**config.mk**
```make
export PLATFORM = sky130hd
export DESIGN_NAME = uart_tx_arbiter_flat
export DESIGN_NICKNAME = d
export VERILOG_FILES = /design/src/rtl/uart_tx_arbiter_if.sv /design/src/rtl/uart_tx_arbiter.sv /design/src/flat_wrapper.sv
export SDC_FILE = /design/constraint.sdc
export NUM_CORES = 1
export LEC_CHECK = 0
export CAP_MARGIN = 20
export CORE_MARGIN = 1.5
export CORE_UTILIZATION = 52
export CTS_CLUSTER_SIZE = 30
export DETAILED_ROUTE_END_ITERATION = 8
export DONT_BUFFER_PORTS = 1
export GPL_ROUTABILITY_DRIVEN = 1
export PLACE_DENSITY = 0.67
export SLEW_MARGIN = 20
export SYNTH_ARGS = -nofsm -noshare
export SYNTH_HDL_FRONTEND = slang
export SYNTH_SLANG_ARGS = --single-unit
```
**constraint.sdc**
```tcl
create_clock -name CLK -period 2.35 [get_ports CLK]
set_clock_uncertainty 0.2 [all_clocks]
set_input_delay 0.3525 -clock CLK [delete_from_list [all_inputs] [get_ports CLK]]
set_output_delay 0.3525 -clock CLK [all_outputs]
set_load 0.005 [all_outputs]
```
**src/rtl/uart_tx_arbiter_if.sv**
```systemverilog
// Bundle of the requester-side and transmitter-side signals of the UART
// transmit arbiter. The arbiter connects through the "slave" modport; the
// requesters plus the shared UART transmitter drive the "master" modport.
interface uart_tx_arbiter_if;
  logic [3:0]  REQ;
  logic [31:0] REQ_DATA;
  logic [3:0]  REQ_PAR_EN;
  logic [3:0]  REQ_PAR_TYP;
  logic [3:0]  GNT;
  logic        TX_BUSY;
  logic [7:0]  P_DATA;
  logic        Data_Valid;
  logic        PAR_EN;
  logic        PAR_TYP;

  modport master (
    output REQ, REQ_DATA, REQ_PAR_EN, REQ_PAR_TYP, TX_BUSY,
    input  GNT, P_DATA, Data_Valid, PAR_EN, PAR_TYP
  );

  modport slave (
    input  REQ, REQ_DATA, REQ_PAR_EN, REQ_PAR_TYP, TX_BUSY,
    output GNT, P_DATA, Data_Valid, PAR_EN, PAR_TYP
  );
endinterface

```
**src/rtl/uart_tx_arbiter.sv**
```systemverilog
// Round-robin arbiter that shares one UART transmitter between four
// requesters. A winner's byte and parity settings are latched, launched with
// a one-cycle Data_Valid/GNT strobe, and held until the inter-frame gap ends.
// Optional feature: define UART_ARB_TIMEOUT_EN to enable the busy-rise
// timeout (TO_ERR pulse and recovery to GAP); otherwise WAIT_BUSY waits
// indefinitely and TO_ERR is constant 0.
module uart_tx_arbiter #(
  parameter int GAP_CYCLES   = 2,
  parameter int BUSY_TIMEOUT = 4
) (
  input  logic                 CLK,
  input  logic                 RST,
  uart_tx_arbiter_if.slave     bus,
  output logic [1:0]           OWNER,
  output logic                 ACTIVE,
  output logic                 TO_ERR
);

  typedef enum logic [2:0] {
    IDLE      = 3'd0,
    LAUNCH    = 3'd1,
    WAIT_BUSY = 3'd2,
    SEND      = 3'd3,
    GAP       = 3'd4
  } state_t;

  // Last gap-counter value before returning to IDLE (unused when GAP_CYCLES=0).
  localparam logic [15:0] GAP_LAST = (GAP_CYCLES > 0) ? 16'(GAP_CYCLES - 1) : 16'd0;

  state_t      r_state;
  logic [7:0]  r_p_data;
  logic        r_data_valid;
  logic        r_par_en;
  logic        r_par_typ;
  logic [3:0]  r_gnt;
  logic [1:0]  r_owner;
  logic        r_active;
  logic [15:0] r_gap_cnt;

  logic        w_pick_valid;
  logic [1:0]  w_pick_idx;

`ifdef UART_ARB_TIMEOUT_EN
  // The count starts on entry to WAIT_BUSY, one cycle after Data_Valid, so
  // the error fires BUSY_TIMEOUT cycles after Data_Valid. Values below 2 clamp.
  localparam logic [15:0] TO_LAST = (BUSY_TIMEOUT >= 2) ? 16'(BUSY_TIMEOUT - 2) : 16'd0;
  logic [15:0] r_to_cnt;
  logic        r_to_err;
`endif

  // Round-robin search starting after the last owner; i=4 wraps to the owner itself.
  always_comb begin
    w_pick_valid = 1'b0;
    w_pick_idx   = 2'd0;
    for (int i = 1; i <= 4; i++) begin
      if (!w_pick_valid && bus.REQ[r_owner + 2'(i)]) begin
        w_pick_valid = 1'b1;
        w_pick_idx   = r_owner + 2'(i);
      end else begin
        w_pick_valid = w_pick_valid;
      end
    end
  end

  // Arbitration FSM with all outputs registered; strobes default low each cycle.
  always_ff @(posedge CLK) begin
    if (RST) begin
      r_state      <= IDLE;
      r_p_data     <= 8'h00;
      r_data_valid <= 1'b0;
      r_par_en     <= 1'b0;
      r_par_typ    <= 1'b0;
      r_gnt        <= 4'b0000;
      r_owner      <= 2'd3;
      r_active     <= 1'b0;
      r_gap_cnt    <= 16'd0;
`ifdef UART_ARB_TIMEOUT_EN
      r_to_cnt     <= 16'd0;
      r_to_err     <= 1'b0;
`endif
    end else begin
      r_data_valid <= 1'b0;
      r_gnt        <= 4'b0000;
`ifdef UART_ARB_TIMEOUT_EN
      r_to_err     <= 1'b0;
`endif
      case (r_state)
        IDLE: begin
          if (w_pick_valid) begin
            r_p_data     <= bus.REQ_DATA[{w_pick_idx, 3'b000} +: 8];
            r_par_en     <= bus.REQ_PAR_EN[w_pick_idx];
            r_par_typ    <= bus.REQ_PAR_TYP[w_pick_idx];
            r_owner      <= w_pick_idx;
            r_data_valid <= 1'b1;
            r_gnt        <= 4'b0001 << w_pick_idx;
            r_active     <= 1'b1;
            r_state      <= LAUNCH;
          end else begin
            r_state      <= IDLE;
          end
        end
        LAUNCH: begin
          r_state <= WAIT_BUSY;
`ifdef UART_ARB_TIMEOUT_EN
          r_to_cnt <= 16'd0;
`endif
        end
        WAIT_BUSY: begin
          if (bus.TX_BUSY) begin
            r_state <= SEND;
          end else begin
`ifdef UART_ARB_TIMEOUT_EN
            if (r_to_cnt == TO_LAST) begin
              r_to_err <= 1'b1;
              if (GAP_CYCLES == 0) begin
                r_state  <= IDLE;
                r_active <= 1'b0;
              end else begin
                r_state   <= GAP;
                r_gap_cnt <= 16'd0;
              end
            end else begin
              r_to_cnt <= r_to_cnt + 16'd1;
            end
`else
            r_state <= WAIT_BUSY;
`endif
          end
        end
        SEND: begin
          if (!bus.TX_BUSY) begin
            if (GAP_CYCLES == 0) begin
              r_state  <= IDLE;
              r_active <= 1'b0;
            end else begin
              r_state   <= GAP;
              r_gap_cnt <= 16'd0;
            end
          end else begin
            r_state <= SEND;
          end
        end
        GAP: begin
          if (r_gap_cnt == GAP_LAST) begin
            r_state  <= IDLE;
            r_active <= 1'b0;
          end else begin
            r_gap_cnt <= r_gap_cnt + 16'd1;
          end
        end
        default: begin
          r_state  <= IDLE;
          r_active <= 1'b0;
        end
      endcase
    end
  end

  assign bus.P_DATA     = r_p_data;
  assign bus.Data_Valid = r_data_valid;
  assign bus.PAR_EN     = r_par_en;
  assign bus.PAR_TYP    = r_par_typ;
  assign bus.GNT        = r_gnt;
  assign OWNER          = r_owner;
  assign ACTIVE         = r_active;
`ifdef UART_ARB_TIMEOUT_EN
  assign TO_ERR         = r_to_err;
`else
  assign TO_ERR         = 1'b0;
`endif

endmodule

```
**src/flat_wrapper.sv**
```systemverilog
// flat-port wrapper written by rule: the top's interface ports become plain ports
module uart_tx_arbiter_flat 
#(
  parameter int GAP_CYCLES   = 2,
  parameter int BUSY_TIMEOUT = 4
)
  (CLK, RST, OWNER, ACTIVE, TO_ERR, bus_REQ, bus_REQ_DATA, bus_REQ_PAR_EN, bus_REQ_PAR_TYP, bus_TX_BUSY, bus_GNT, bus_P_DATA, bus_Data_Valid, bus_PAR_EN, bus_PAR_TYP);
  uart_tx_arbiter_if bus_i ();
  input  logic CLK;
  input  logic RST;
  output logic [1:0] OWNER;
  output logic ACTIVE;
  output logic TO_ERR;
  input wire logic [$bits(bus_i.REQ)-1:0] bus_REQ;
  input wire logic [$bits(bus_i.REQ_DATA)-1:0] bus_REQ_DATA;
  input wire logic [$bits(bus_i.REQ_PAR_EN)-1:0] bus_REQ_PAR_EN;
  input wire logic [$bits(bus_i.REQ_PAR_TYP)-1:0] bus_REQ_PAR_TYP;
  input wire logic [$bits(bus_i.TX_BUSY)-1:0] bus_TX_BUSY;
  output wire logic [$bits(bus_i.GNT)-1:0] bus_GNT;
  output wire logic [$bits(bus_i.P_DATA)-1:0] bus_P_DATA;
  output wire logic [$bits(bus_i.Data_Valid)-1:0] bus_Data_Valid;
  output wire logic [$bits(bus_i.PAR_EN)-1:0] bus_PAR_EN;
  output wire logic [$bits(bus_i.PAR_TYP)-1:0] bus_PAR_TYP;
  assign bus_i.REQ = bus_REQ;
  assign bus_i.REQ_DATA = bus_REQ_DATA;
  assign bus_i.REQ_PAR_EN = bus_REQ_PAR_EN;
  assign bus_i.REQ_PAR_TYP = bus_REQ_PAR_TYP;
  assign bus_i.TX_BUSY = bus_TX_BUSY;
  assign bus_GNT = bus_i.GNT;
  assign bus_P_DATA = bus_i.P_DATA;
  assign bus_Data_Valid = bus_i.Data_Valid;
  assign bus_PAR_EN = bus_i.PAR_EN;
  assign bus_PAR_TYP = bus_i.PAR_TYP;
  uart_tx_arbiter #(.GAP_CYCLES(GAP_CYCLES), .BUSY_TIMEOUT(BUSY_TIMEOUT)) u_core (.CLK(CLK), .RST(RST), .bus(bus_i), .OWNER(OWNER), .ACTIVE(ACTIVE), .TO_ERR(TO_ERR));
endmodule
```
== After elaboration in Yosys (flattened, before gate mapping) ==
Cells that the tools add are included.
W data, S select, Z words.
Word-level totals
  memories kept: 0
  output and inout bits: 19
  bits in read-only memories: 0
  logic and storage cells: 78
  register bits after elaboration: 37
  bits in latches: 0
  bits in writable memories: 0
Operators by class
  $lt $le $gt $ge: 5
  multiplexer cells: 32
  add/subtract/negate cells: 4
  multipliers: 0
  divide/modulo/power cells: 0
  reduce and logical (&&, ||, !) cells: 14
  shift-type cells: 2
  bitwise logic cells: 3
  equality and inequality tests: 9
Operator list (count)
  $mux W16: 2
  $pmux W16 S2: 1
  $shiftx A32 B6 Y8: 1
  $add A16 B1 Y16 const B: 1
  $eq A16 B1 Y1 const B: 1
  $lt A2 B3 Y1 const B: 5
  $mux W1: 15
  $pmux W3 S5: 1
  $bmux W1 S2: 6
  $mux W2: 4
  $eq A3 B2 Y1 const B: 2
  $mux W3: 2
  $reduce_and A3 Y1: 2
  $reduce_or A3 Y1: 2
  $add A2 B2 Y2 const B: 2
  $ne A2 B1 Y1 const B: 2
  $ne A2 B2 Y1 const B: 2
  $shl A1 B2 Y4 const A: 1
  $eq A3 B1 Y1 const B: 1
  $eq A3 B3 Y1 const B: 1
  $logic_and A1 B1 Y1: 3
  $logic_not A1 Y1: 3
  $logic_not A3 Y1: 1
  $not A1 Y1: 3
  other kinds (5): 5

== Logic depth before layout (Yosys ltp) ==
Gate-level depths: netlist of the first run.
  word-level depth: 15
  gate-level depth with buffers: 8

== Worst setup path before layout of the first run ==
Ideal clock, no wire load.
  kind: input to register
  start: in RST
  end: reg u_core.r_p_data[0] (netlist: u_core.bus.P_DATA[0])
  required time: 2.091 ns
  buffers on the path: 2
  slack: 0.212 ns
  cell stages on the path: 7
  arrival: 1.879 ns
  cell sequence: buf_6 or2_4 a2111oi_4 or4b_4 buf_6 a21oi_2 a211o_1
RTL lines
  from (decl): RTL line flat_wrapper.sv:10  | input logic RST;
  to (signal assigned): RTL line uart_tx_arbiter.sv:90  | r_p_data <= bus.REQ_DATA[{w_pick_idx, 3'b000} +: 8];
  to (decl): RTL line uart_tx_arbiter.sv:31  | logic [7:0] r_p_data;

== Worst setup path in the final report of the first run ==
  start: reg u_core.r_gap_cnt[1]
  end: reg u_core.r_active (netlist: u_core.ACTIVE)
On the way
  word-level cells in the longest chain between the ends: 3
RTL lines
  from (decl): RTL line uart_tx_arbiter.sv:38  | logic [15:0] r_gap_cnt;
  from (signal assigned): RTL line uart_tx_arbiter.sv:148  | r_gap_cnt <= r_gap_cnt + 16'd1;
  $eq A16 B1 Y1: RTL line uart_tx_arbiter.sv:144  | if (r_gap_cnt == GAP_LAST) begin
  $ne A2 B1 Y1 (no line)
  $reduce_and A3 Y1 (no line)
  to (signal assigned): RTL line uart_tx_arbiter.sv:134  | r_active <= 1'b0;
  to (signal assigned): RTL line uart_tx_arbiter.sv:146  | r_active <= 1'b0;
  to (signal assigned): RTL line uart_tx_arbiter.sv:153  | r_active <= 1'b0;
  to (decl): RTL line uart_tx_arbiter.sv:37  | logic r_active;
Every way passes these cells.
A chain may end at the register's enable or synchronous reset.

==> flow_metrics.py, run 1 <==
metrics = {
    "layout": {
        "num-nets-final": 300,
        "diodes": 0,
        "nFillCells": 325,
        "drive_gt1_share_pct": 11.9,
        "synthToLayoutAreaGrowth_pct": 10.0,
    },
    "global_route": {
        "grt_pass1_vias": 1635,
        "grtUsageTotal_pct": 22.0,
        "antenna_found_initial": 0,
        "grt-ovfl-total": 0,
        "grt_max_degree": 24,
        "grt_pass1_wl_um": 7140,
    },
    "worst_setup_path": {
        "cp-end-kind": "flop",
        "r2r_end": "u_core.ACTIVE",
        "r2r_cells": 8,
        "crit_path_end": "u_core.ACTIVE",
        "crit_fanout": 3,
        "critPathMaxStageDelay_ns": 0.54,
        "critPathRequiredTime_ns": 2.38,
        "slowest_stage": "dlygate4sd3_1",
        "timing.rr.start": "u_core.r_gap_cnt[1]",
        "worstPathCellList": "inv_1, ha_1, nor4b_2, nand4_1, and2_4, a21oi_1, nor2_1, dlygate4sd3_1",
        "cp_data_arrival_time_ns": 2.25,
        "crit_cells": 8,
        "cp_top_family": "simple AND/OR/NAND/NOR gates",
        "critPathBufInv": 2,
        "crit_path_start": "u_core.r_gap_cnt[1]",
        "cp-start-kind": "flop",
        "worstSetupPathType": "flop to flop",
        "ff2ff_setup_slack_ns": 0.13,
    },
    "yosys": {
        "synth_cell_type_count": 41,
        "synth_compound_area_share_pct": 21.5,
        "syn-num-nets": 291,
        "synth_area_per_cell_um2": 7.83,
        "yosysSeqAreaShare_pct": 39.1,
        "muxShareOfSynthArea_pct": 0.528,
        "synth_top_family_by_area": "simple AND/OR/NAND/NOR gates",
        "synth_area_mm2": 0.00190,
        "synth-seq-cells": 37,
        "synthSimpleGateAreaFrac_pct": 29.8,
        "synth_warnings": 0,
        "synth_cells": 242,
        "synth-xor-area-share_pct": 3.23,
        "synth_fa_ha_area_share_pct": 1.32,
    },
    "timing": {
        "finalHoldViolations": 0,
        "drv_slew": 0,
        "timing.fmax_mhz": 451,
        "setup_tns_ns": 0,
        "fin_crit_sh_pct": 94.3,
        "relSlewSlack_pct": 45.6,
        "setup_ws_ns": 0.134,
        "rsz0062_at_grt": "no",
        "worst_slew_pin_slew_ns": 0.816,
        "fin_crit_ns": 2.22,
        "setup_viol": 0,
    },
    "cts": {
        "cts_buffer_depth": 2,
        "clkLatencyLatePin_ns": 0.34,
        "cts_buffers": 5,
        "cts_tree": "built",
        "root_buffer": "clkbuf_4",
        "cts.htree.levels": 2,
        "cts.sinks": 37,
        "path_clk_slew_ns": 0.10,
    },
    "drt": {
        "firstDrtPassIters": 4,
        "vias": 1708,
        "routedWlPerCell_um": 13.9,
        "initialDrtViolationCount": 70,
        "drc": 0,
        "ant_nets": 0,
        "finalWirelength_um": 4130,
        "vias_per_cell": 5.73,
    },
    "pwr": {
        "power.total_mw": 1.36,
        "powerDensity_mw_per_mm2": 650,
        "p_leak_nw": 0.857,
        "peakVddDrop_v": 0.000382,
    },
    "place": {
        "io_buffer_count": 0,
        "hpwl_um": 2960,
        "pre_cts_slack_ns": 0.187,
        "gp_congestion": 0.824,
    },
    "run_status": {
        "status": "finished clean",
    },
    "worst_hold_path": {
        "worstHoldStart": "RST",
        "hold_class": "primary input to flop",
    },
    "floorplan": {
        "coreArea_mm2": 0.00342,
        "initial_core_util_pct": 55.5,
        "die_area_mm2": 0.00402,
        "rows": 21,
        "io_pins": 66,
        "die_w_um": 63.4,
        "fp.dieH_um": 63.4,
    },
    "job": {
        "cap_violations": 0,
    },
}
==> cells in the mapped netlist, drive strengths merged <==
library cell  count  area [um2]
a311oi            1        8.76
or4b              1        13.8
nor3              4        20.0
mux2i             1        10.0
clkbuf            8        30.0
xor2              5        43.8
o31a              1        8.76
a2111oi           1        27.5
nor2             25        93.8
nand3             9        45.0
nand2            50         188
nand4             4        25.0
ha                2        25.0
or4               2        15.0
nor3b             2        15.0
nor4              3        18.8
nand3b            1        7.51
a311o             1        10.0
nor4b             1        8.76
a211o            12         105
buf               4        33.8
or2               3        21.3
and3              3        18.8
nand2b            4        25.0
o31ai             2        15.0
conb              1        3.75
o211ai            2        15.0
and2              3        18.8
a21oi            31         185
inv               5        18.8
o21ai             5        25.0
xnor2             2        17.5
dfxtp            37         741
a31oi             1        6.26
or3               5        31.3
==> cell usage in the layout (no fill, tap or decap), types with 2 or more instances in the layout <==
cell type | netlist | final
xnor2_1 | 2 | 2
clkbuf_4 | 0 | 5
buf_4 | 1 | 6
dfxtp_1 | 37 | 36
ha_1 | 2 | 2
and3_1 | 3 | 3
nor4_1 | 3 | 3
nor3b_1 | 2 | 2
nand2b_1 | 4 | 4
xor2_1 | 5 | 5
a21oi_1 | 23 | 22
o211ai_1 | 2 | 2
nand3_1 | 9 | 9
nor2_1 | 25 | 25
o21ai_0 | 5 | 5
nand2_1 | 50 | 50
or3_1 | 5 | 5
a21oi_2 | 8 | 9
o31ai_1 | 2 | 2
clkinv_2 | 0 | 2
dlygate4sd3_1 | 0 | 8
nand4_1 | 4 | 4
a211o_1 | 12 | 12
nor3_1 | 4 | 4
or4_1 | 2 | 2
inv_1 | 5 | 5
==> state kept, by name (all words and copies together), names as in the netlist <==
register / count
u_core.ACTIVE: 1
u_core.OWNER: 2
u_core.bus.Data_Valid: 1
u_core.bus.GNT: 4
u_core.bus.PAR_EN: 1
u_core.bus.PAR_TYP: 1
u_core.bus.P_DATA: 8
u_core.r_gap_cnt: 16
u_core.r_state: 3
==> per-layer routing <==
layer / global-route usage (%) / share of wire, % / wire, um / up-vias
met5: 0 / 0 / 0 / -
li1: - / - / - / 860
met3: 5.54 / 6.9 / 283 / 7
met2: 39.1 / 49 / 2010 / 55
met4: 7.34 / 1.3 / 55 / 0
met1: 25.7 / 43 / 1780 / 786
==> cell type report <==
class                           count  area, um2  area share, %
Clock buffer                        6       41.3           1.98
Clock inverter                      2       10.0          0.480
Inverter                            5       18.8          0.900
Multi-Input combinational cell    188       1090           52.3
Sequential cell                    37        742           35.6
Tap cell                           46       57.6           2.76
Timing Repair Buffer               14        125           6.00
==> through the flow <==
stage,instance area [um2],util [%],cells,hold slack [ns]
2_1_floorplan,1900,-,242,0.261
3_3_place_gp,1940,56.8,282,0.228
3_5_place_dp,1940,56.8,282,0.230
4_1_cts,2070,60.7,298,0.00805
5_1_grt,2090,61.1,298,0.0133
6_report,2090,61.1,298,0.0223
==> cells by family (layout without fill, tap and decap cells) <==
family / after synthesis / count (layout)
AOI/OAI and AO/OA: 57 / 57
xor gates and xnor gates: 7 / 7
adders and majority gates: 2 / 2
buffers and inverters: 17 / 27
DFF: 37 / 37
muxes: 1 / 1
other: 1 / 1
and+or+nand+nor: 120 / 120
==> worst min-delay path by stage <==
stage | to | depth (start not counted)
after floorplan | u_core.bus.PAR_EN | 1
after global placement | u_core.r_gap_cnt[1] | 1
after detailed placement | u_core.r_gap_cnt[0] | 1
after CTS | u_core.r_state[1] | 2
after global routing | u_core.bus.Data_Valid | 2
final | u_core.r_state[1] | 2
==> repair_timing <==
| item | in CTS | in global routing |
|---|---|---|
| hold buffers | 8 | 0 |
| setup buffers | 0 | 0 |
| gates resized for setup | 0 | 4 |
| endpoints found under the hold margin | 10 | 0 |
| setup endpoints to repair | 0 | 2 |
==> power by group <==
part	internal [mW]	switching (mW)
combinational	0.126	0.169
clock	0.114	0.198
sequential	0.689	0.0588
(Power assumes the default switching activity.)
==> run 2: changes to the inputs <==
--- a/config.mk
+++ b/config.mk
@@ -13,6 +13,7 @@
 export DONT_BUFFER_PORTS = 1
 export GPL_ROUTABILITY_DRIVEN = 1
 export PLACE_DENSITY = 0.67
+export SETUP_SLACK_MARGIN = 0.02
 export SLEW_MARGIN = 20
 export SYNTH_ARGS = -nofsm -noshare
 export SYNTH_HDL_FRONTEND = slang
==> run 2 against run 1 <==
Power about the same; hold slack gained 0.00063 ns; sequential power about the same; utilization is 0.073 points higher; largest cell class unchanged; worst setup slack gained 0.0079 ns; final cell count is the same.
==> flow_metrics.py, run 2 (same netlist as run 1, synthesis figures left out) <==
metrics = {
    "worst_setup_path": {
        "cp-end-kind": "flop",
        "ff2ff_setup_slack_ns": 0.14,
        "timing.rr.start": "u_core.r_gap_cnt[1]",
        "worstSetupPathType": "flop to flop",
        "cp-start-kind": "flop",
        "critPathRequiredTime_ns": 2.38,
        "r2r_cells": 8,
        "cp_data_arrival_time_ns": 2.24,
        "crit_fanout": 3,
        "r2r_end": "u_core.ACTIVE",
    },
    "cts": {
        "root_buffer": "clkbuf_4",
        "cts_buffers": 5,
        "cts.sinks": 37,
        "cts_tree": "built",
        "path_clk_slew_ns": 0.10,
        "post_cts_buffers": 0,
        "cts_buffer_depth": 2,
        "cts.htree.levels": 2,
        "clkLatencyLatePin_ns": 0.34,
    },
    "drt": {
        "vias_per_cell": 5.79,
        "drc": 0,
        "firstDrtPassIters": 4,
        "routedWlPerCell_um": 13.8,
        "ant_nets": 0,
        "initialDrtViolationCount": 66,
        "finalWirelength_um": 4110,
        "vias": 1726,
    },
    "floorplan": {
        "fp.dieH_um": 63.4,
        "die_w_um": 63.4,
        "io_pins": 66,
        "coreArea_mm2": 0.00342,
        "rows": 21,
        "initial_core_util_pct": 55.5,
        "die_area_mm2": 0.00402,
    },
    "pwr": {
        "p_leak_nw": 0.858,
        "peakVddDrop_v": 0.000382,
        "powerDensity_mw_per_mm2": 649,
        "power.total_mw": 1.36,
    },
    "timing": {
        "fin_crit_ns": 2.21,
        "worst_slew_pin_slew_ns": 0.685,
        "finalHoldViolations": 0,
        "setup_viol": 0,
        "timing.fmax_mhz": 453,
        "setup_ws_ns": 0.142,
        "setup_tns_ns": 0,
        "drv_slew": 0,
        "fin_crit_sh_pct": 94.0,
        "rsz0062_at_grt": "no",
        "relSlewSlack_pct": 54.1,
    },
    "layout": {
        "largest_register_ffs": 16,
        "top_register": "u_core.r_gap_cnt",
        "multiInputGateArea_mm2": 0.00109,
        "drive_gt1_share_pct": 12.7,
        "final_cell_mix": "nand2_1, dfxtp_1, nor2_1",
        "regArea_um2": 743,
        "diodes": 0,
        "nFillCells": 323,
        "num-nets-final": 300,
        "layout_commonest_cell": "nand2_1",
        "stdcell_area_mm2": 0.00209,
        "synthToLayoutAreaGrowth_pct": 10.2,
        "stdcell_count": 298,
    },
    "place": {
        "io_buffer_count": 0,
        "placed_cell_area_mm2": 0.00194,
        "dp_cells": 282,
        "pre_cts_slack_ns": 0.187,
        "hpwl_um": 2960,
        "gp_congestion": 0.824,
    },
    "global_route": {
        "grt_pass1_wl_um": 7140,
        "antenna_found_initial": 0,
        "grt_max_degree": 24,
        "grt-ovfl-total": 0,
        "grt_pass1_vias": 1635,
        "grtUsageTotal_pct": 22.0,
    },
    "worst_hold_path": {
        "holdPathEnd": "u_core.r_state[1]",
        "hold_class": "primary input to flop",
        "worstHoldStart": "RST",
        "hold_depth": 2,
    },
    "job": {
        "cap_violations": 0,
    },
    "run_status": {
        "status": "finished clean",
    },
}
run 2: metal layers:
metal / GRT usage, % / up-vias / routed length, um
met4: 7.34 / 0 / 55
met5: 0 / - / 0
met2: 39.1 / 65 / 2000
met3: 5.54 / 7 / 306
met1: 25.7 / 792 / 1750
li1: - / 862 / -
run 2: layout make-up:
class / instances / area share (%)
clock buffer: 6 / 1.98
timing repair buffer: 14 / 5.99
sequential: 37 / 35.6
tap: 46 / 2.76
clock inverter: 2 / 0.479
inverter: 5 / 0.899
multi-input combinational: 188 / 52.3
run 2: worst max path at each step:
stage	start	endpoint	slack [ns]	cells past startpoint
after floorplan	RST	u_core.bus.P_DATA[0]	0.21	7
after CTS	u_core.r_gap_cnt[0]	u_core.r_gap_cnt[0]	0.05	7
after detailed placement	u_core.OWNER[1]	u_core.bus.P_DATA[5]	0.19	5
after global routing	u_core.r_gap_cnt[1]	u_core.r_gap_cnt[0]	0.03	8
final	u_core.r_gap_cnt[1]	u_core.ACTIVE	0.14	8
after global placement	u_core.r_state[2]	u_core.bus.PAR_TYP	0.26	5
run 2: power by group:
part           switching [mW]  leakage [nW]  internal, mW
combinational           0.169         0.523         0.127
clock                   0.198        0.0320         0.114
sequential             0.0588         0.303         0.689
run 2: critical path, cell delays in order, from the launching register on:
cell and delay (ns):
dfxtp_2 0.35, inv_1 0.07, ha_1 0.14, nor4b_2 0.19
nand4_1 0.21, and2_4 0.23, a21oi_1 0.14, nor2_1 0.05
dlygate4sd3_1 0.54
run 2: per-stage QoR:
step | hold slack, ns | util (%)
after detailed placement | 0.230 | 56.8
after CTS | 0.00805 | 60.7
final | 0.0229 | 61.1
after floorplan | 0.261 | -
after global placement | 0.228 | 56.8
after global routing | 0.0133 | 61.1
run 2: timing repair:
action,in CTS,in global routing
endpoints found under the setup margin,0,4
hold endpoints to repair,10,0
gates resized for setup,0,6
hold buffers,8,0
